## src/rtl/hex_display_scan.sv

```systemverilog
// Scanned N-digit hex 7-segment driver with frame-aligned double-buffered load.
// Optional: LEADING_ZERO_BLANK_EN blanks leading zero digits above digit 0.
module hex_display_scan #(
  parameter int NDIGITS      = 8,
  parameter int CLK_DIV      = 50000,
  parameter int BLANK_CYCLES = 500
) (
  input  logic                   clk,
  input  logic                   reset,
  input  logic [4*NDIGITS-1:0]   value,
  input  logic                   load,
  output logic [6:0]             seg,
  output logic [NDIGITS-1:0]     an,
  output logic                   frame_done
);

  localparam int VW = 4 * NDIGITS;
  localparam int CW = $clog2(CLK_DIV);
  localparam int DW = (NDIGITS > 1) ? $clog2(NDIGITS) : 1;
  localparam logic [CW-1:0] CMAX = CW'(CLK_DIV - 1);
  localparam logic [CW-1:0] CBLK = CW'(BLANK_CYCLES);
  localparam logic [DW-1:0] DMAX = DW'(NDIGITS - 1);

  logic [CW-1:0]      cnt;
  logic [DW-1:0]      digit;
  logic [VW-1:0]      shown;
  logic [VW-1:0]      pending;
  logic               pend_valid;

  logic               slot_end;
  logic               wrap;
  logic               blank;
  logic               lz;
  logic [3:0]         nib;
  logic [6:0]         seg_n;
  logic [NDIGITS-1:0] an_n;

  function automatic logic [6:0] hex7(input logic [3:0] h);
    logic [6:0] s;
    case (h)
      4'h0: s = 7'b0000001;
      4'h1: s = 7'b1001111;
      4'h2: s = 7'b0010010;
      4'h3: s = 7'b0000110;
      4'h4: s = 7'b1001100;
      4'h5: s = 7'b0100100;
      4'h6: s = 7'b0100000;
      4'h7: s = 7'b0001111;
      4'h8: s = 7'b0000000;
      4'h9: s = 7'b0000100;
      4'hA: s = 7'b0001000;
      4'hB: s = 7'b1100000;
      4'hC: s = 7'b0110001;
      4'hD: s = 7'b1000010;
      4'hE: s = 7'b0110000;
      default: s = 7'b0111000;
    endcase
    return s;
  endfunction

  always_comb begin
    slot_end = (cnt == CMAX);
    wrap     = slot_end && (digit == DMAX);
    blank    = (BLANK_CYCLES != 0) && (cnt < CBLK);
    nib      = shown[{digit, 2'b00} +: 4];
`ifdef LEADING_ZERO_BLANK_EN
    lz       = (digit != '0) && ((shown >> {digit, 2'b00}) == '0);
`else
    lz       = 1'b0;
`endif
    an_n     = blank ? '1 : ~(NDIGITS'(1) << digit);
    seg_n    = (blank || lz) ? 7'b1111111 : hex7(nib);
  end

  always_ff @(posedge clk) begin
    if (reset) begin
      cnt        <= '0;
      digit      <= '0;
      shown      <= '0;
      pending    <= '0;
      pend_valid <= 1'b0;
      seg        <= 7'b1111111;
      an         <= '1;
      frame_done <= 1'b0;
    end else begin
      cnt        <= slot_end ? '0 : cnt + 1'b1;
      frame_done <= wrap;
      seg        <= seg_n;
      an         <= an_n;
      if (slot_end)
        digit <= (digit == DMAX) ? '0 : digit + 1'b1;
      if (load)
        pending <= value;
      // a load coinciding with the wrap bypasses the pending buffer
      if (wrap) begin
        if (load)
          shown <= value;
        else if (pend_valid)
          shown <= pending;
        pend_valid <= 1'b0;
      end else if (load) begin
        pend_valid <= 1'b1;
      end
    end
  end

endmodule

```

## config.mk

```make
export PLATFORM = sky130hd
export DESIGN_NAME = hex_display_scan
export DESIGN_NICKNAME = d
export VERILOG_FILES = /design/src/rtl/hex_display_scan.sv
export SDC_FILE = /design/constraint.sdc
export NUM_CORES = 1
export LEC_CHECK = 0
export ABC_AREA = 1
export BUFFER_PORTS_ARGS = -buffer_cell sky130_fd_sc_hd__buf_2
export CORE_MARGIN = 1.5
export CORE_UTILIZATION = 30
export CTS_CLUSTER_DIAMETER = 100
export DETAILED_ROUTE_END_ITERATION = 8
export GPL_ROUTABILITY_DRIVEN = 1
export PLACE_DENSITY = 0.46
export SYNTH_ARGS = -nofsm -noshare
export SYNTH_HDL_FRONTEND = slang
export SYNTH_SLANG_ARGS = --single-unit
```

## constraint.sdc

```tcl
create_clock -name clk -period 2.62 [get_ports clk]
set_input_delay 0.524 -clock clk [delete_from_list [all_inputs] [get_ports clk]]
set_output_delay 0.524 -clock clk [all_outputs]
set_load 0.01 [all_outputs]
```

==> run summary <==
global routing's busiest layer = met2
fillers = 1807
TritonCTS clock tree = built
die area = 17020 sq um
vias per cell = 4.434
Crit Reg-Reg Endpoint = seg[1]
most frequent cell after synthesis = nand2_1
Initial Utilization = 0.3068
post-route ant nets = 0
DRC viols = 0
setup TNS = 0 ns
grt ovf = 0
Slew @ Worst Pin = 0.5735 ns
Cell variety after synth = 37
CP Capture Point = seg[1]
WS Path Type = reg -> reg
H-Tree Depth = 3
Clk Latency, worst-skew pair = 0.35 ns
top cells by area, synth = dfxtp_1 (41%), nand2_1 (11%), inv_1 (9.0%)
worst clock skew = 0.01001 ns
Resized cells post-CTS = 0
I/O pins = 51
core area = 15890 sq um
Final Cycle Share = 0.8483
CP max FO = 13
Mapped Cells = 669
worst endpoint required time = 2.82 ns
crit path DAT = 2.42 ns
Ys Warns = 0
critical path endpoint category = register
first-pass GRT wire length = 18.31 mm
FP Rows = 46
vias in the first global route = 3979
placed cells = 910
die height = 130.5 microns
total CTS buffers = 9
Post-CTS Setup Repair Bufs = 0
Synth top area share = 0.4108
count of final setup violators = 0
GRT Total Usage = 0.1358
Worst R2R Start = digit[0]
fin nets = 753
diode count = 0
met1 Track Usage GR = 0.1684
CTS root buffer = clkbuf_16
met2 Use GR = 0.2238
layout cell share with drive strength beyond 1 = 0.1299
Post-Syn Nets = 717
CTS Sinks = 100
Final Hold Viols = 0
Yosys top cell by area = dfxtp_1
clock buffer depth = 2
drt wl/cell = 11.16 microns
Rel. slew slack = 0.6177
dpl ws = 0.4186 ns
Area Growth Syn to Fin = 11.37%
Max Cap Violations = 0
critical path startpoint = digit[0]
Peak VDD IR = 306.5 uV
#FFs+latches synth = 100
final WL = 10.32 mm
Post-Syn Area = 4873 sq um
Post-synth EDFFs = 0
Hold Path Class = reg -> reg
DRT Pass-1 Iters = 4
PwrDens = 554.5 nW/um^2
RSZ-0062 raised after global routing = false
R2R cell count = 11
dpl cell area = 5151 sq um
initial antenna violation count = 0
outcome = complete, no violations
synth cell count leaders = nand2_1 (149), inv_1 (117), dfxtp_1 (100)
Synth Area per Inst = 7.285 sq um
Max Slew Vio Count = 0
Synth Flop Type = dfxtp_1
Startpoint Class = register
pin count of the biggest net entering global routing = 42
Cell Count, Final, Fillers Out = 924
sequential fraction of the synthesis area = 0.4108
post-synthesis async set-or-reset flop share = 0
Reg clk slew, reported paths = 0.06 ns
chip width = 130.5 microns
Final Util = 0.3417
highest clock rate = 0.4499 GHz
Final Wtd Congestion = 0.8737
Lkg Pwr = 0.002357 uW
hold path depth = 1
met3 Usage GRT = 0.03705
via count = 4097
initial drt markers = 276
Reg2Reg Setup Slack = 0.40 ns
port bufs = 50
minimum clock period = 2.223 ns
Setup WS post-layout = 0.3974 ns
dpl hpwl = 7.406 mm
design area = 5428 sq um
hold buffers post-CTS = 0
-- power breakdown --
part           internal (uW)  leakage, uW  switching, uW
Sequential              1560     0.000815           11.0
Clock                    708     0.000140            547
Combinational           77.1      0.00140            109
-- area by class of cell --
type | count | area (sq um) | share of cell area
Multi-Input combinational cell | 412 | 2087 | 0.3845
Sequential cell | 100 | 2002 | 0.3688
Inverter | 121 | 459.2 | 0.08460
Timing Repair Buffer | 61 | 332.8 | 0.06132
Tap cell | 216 | 270.3 | 0.04979
Clock buffer | 12 | 266.5 | 0.04910
Clock inverter | 2 | 10.01 | 0.001844
-- layer usage --
metal | part of all wire | vias to the layer above | wire length (microns)
met5 | 0 | - | 0
met4 | 0.015 | 0 | 153
met3 | 0.039 | 10 | 400
met2 | 0.45 | 73 | 4691
met1 | 0.49 | 1840 | 5071
li1 | - | 2174 | -
-- worst min-delay path by stage --
| stage | start | end |
|---|---|---|
| global placement | cnt[0] | cnt[0] |
| finish | cnt[0] | cnt[0] |
| floorplan | cnt[0] | cnt[0] |
| CTS | cnt[0] | cnt[0] |
| detailed placement | cnt[0] | cnt[0] |
| global route | shown[23] | shown[23] |
-- critical path, cell delays in order, from the launching register on --
cell and delay, ns:
dfxtp_1 0.63, buf_4 0.25, nand2_1 0.06, nand3_1 0.09, nand3_1 0.08, o21ai_1 0.26
inv_1 0.16, ha_1 0.22, nand3_1 0.12, nand2_1 0.07, nand2_1 0.05, nand3_1 0.06
-- kinds of logic (layout without fill, tap and decap cells) --
logic type,after synthesis,in the layout,share of synthesized area
XOR/XNOR,2,2,0.003595
flip-flops,100,100,0.4108
adder cells (fa/ha/maj),13,13,0.03338
AND/OR/NAND/NOR,315,315,0.2865
buffers and inverters,157,196,0.1610
AO/OA/AOI/OAI,82,82,0.1048
-- state kept, by name, indices dropped and copies added (netlist names) --
signal,count
pending,32
pend_valid,1
seg,7
an,8
digit,3
frame_done,1
cnt,16
shown,32
-- placed cells by master, fill, tap and decap left out --
cell type and instances:
nand2_1 149, inv_1 117, dfxtp_1 100, nor2_1 59, buf_2 50, nand3_1 47
a21oi_1 39, nand4_1 37, o21a_1 34, ha_1 13, buf_4 11, nor3_1 10
clkbuf_16 9, nand2_2 4, inv_2 3, clkbuf_8 3, nor2_2 2, nand3_2 2
o21ai_0 2, xor2_1 2, clkinv_2 2, inv_6 1, o21ai_1 1, nor2_4 1
nor3_2 1, o21ai_2 1, o211ai_1 1, a21oi_2 1, a31oi_1 1, or2_2 1
nor3b_1 1, nor4_1 1, o22ai_1 1, a211oi_1 1
-- metrics by stage --
stage / hold WS, ns / total power [uW]
floorplan: 0.4175 / 1746
global placement: 0.4294 / 1790
detailed placement: 0.4378 / 1794
CTS: 0.4470 / 3064
global route: 0.4887 / 3161
finish: 0.4450 / 3010
No activity file was read; power rests on OpenSTA's default activity.
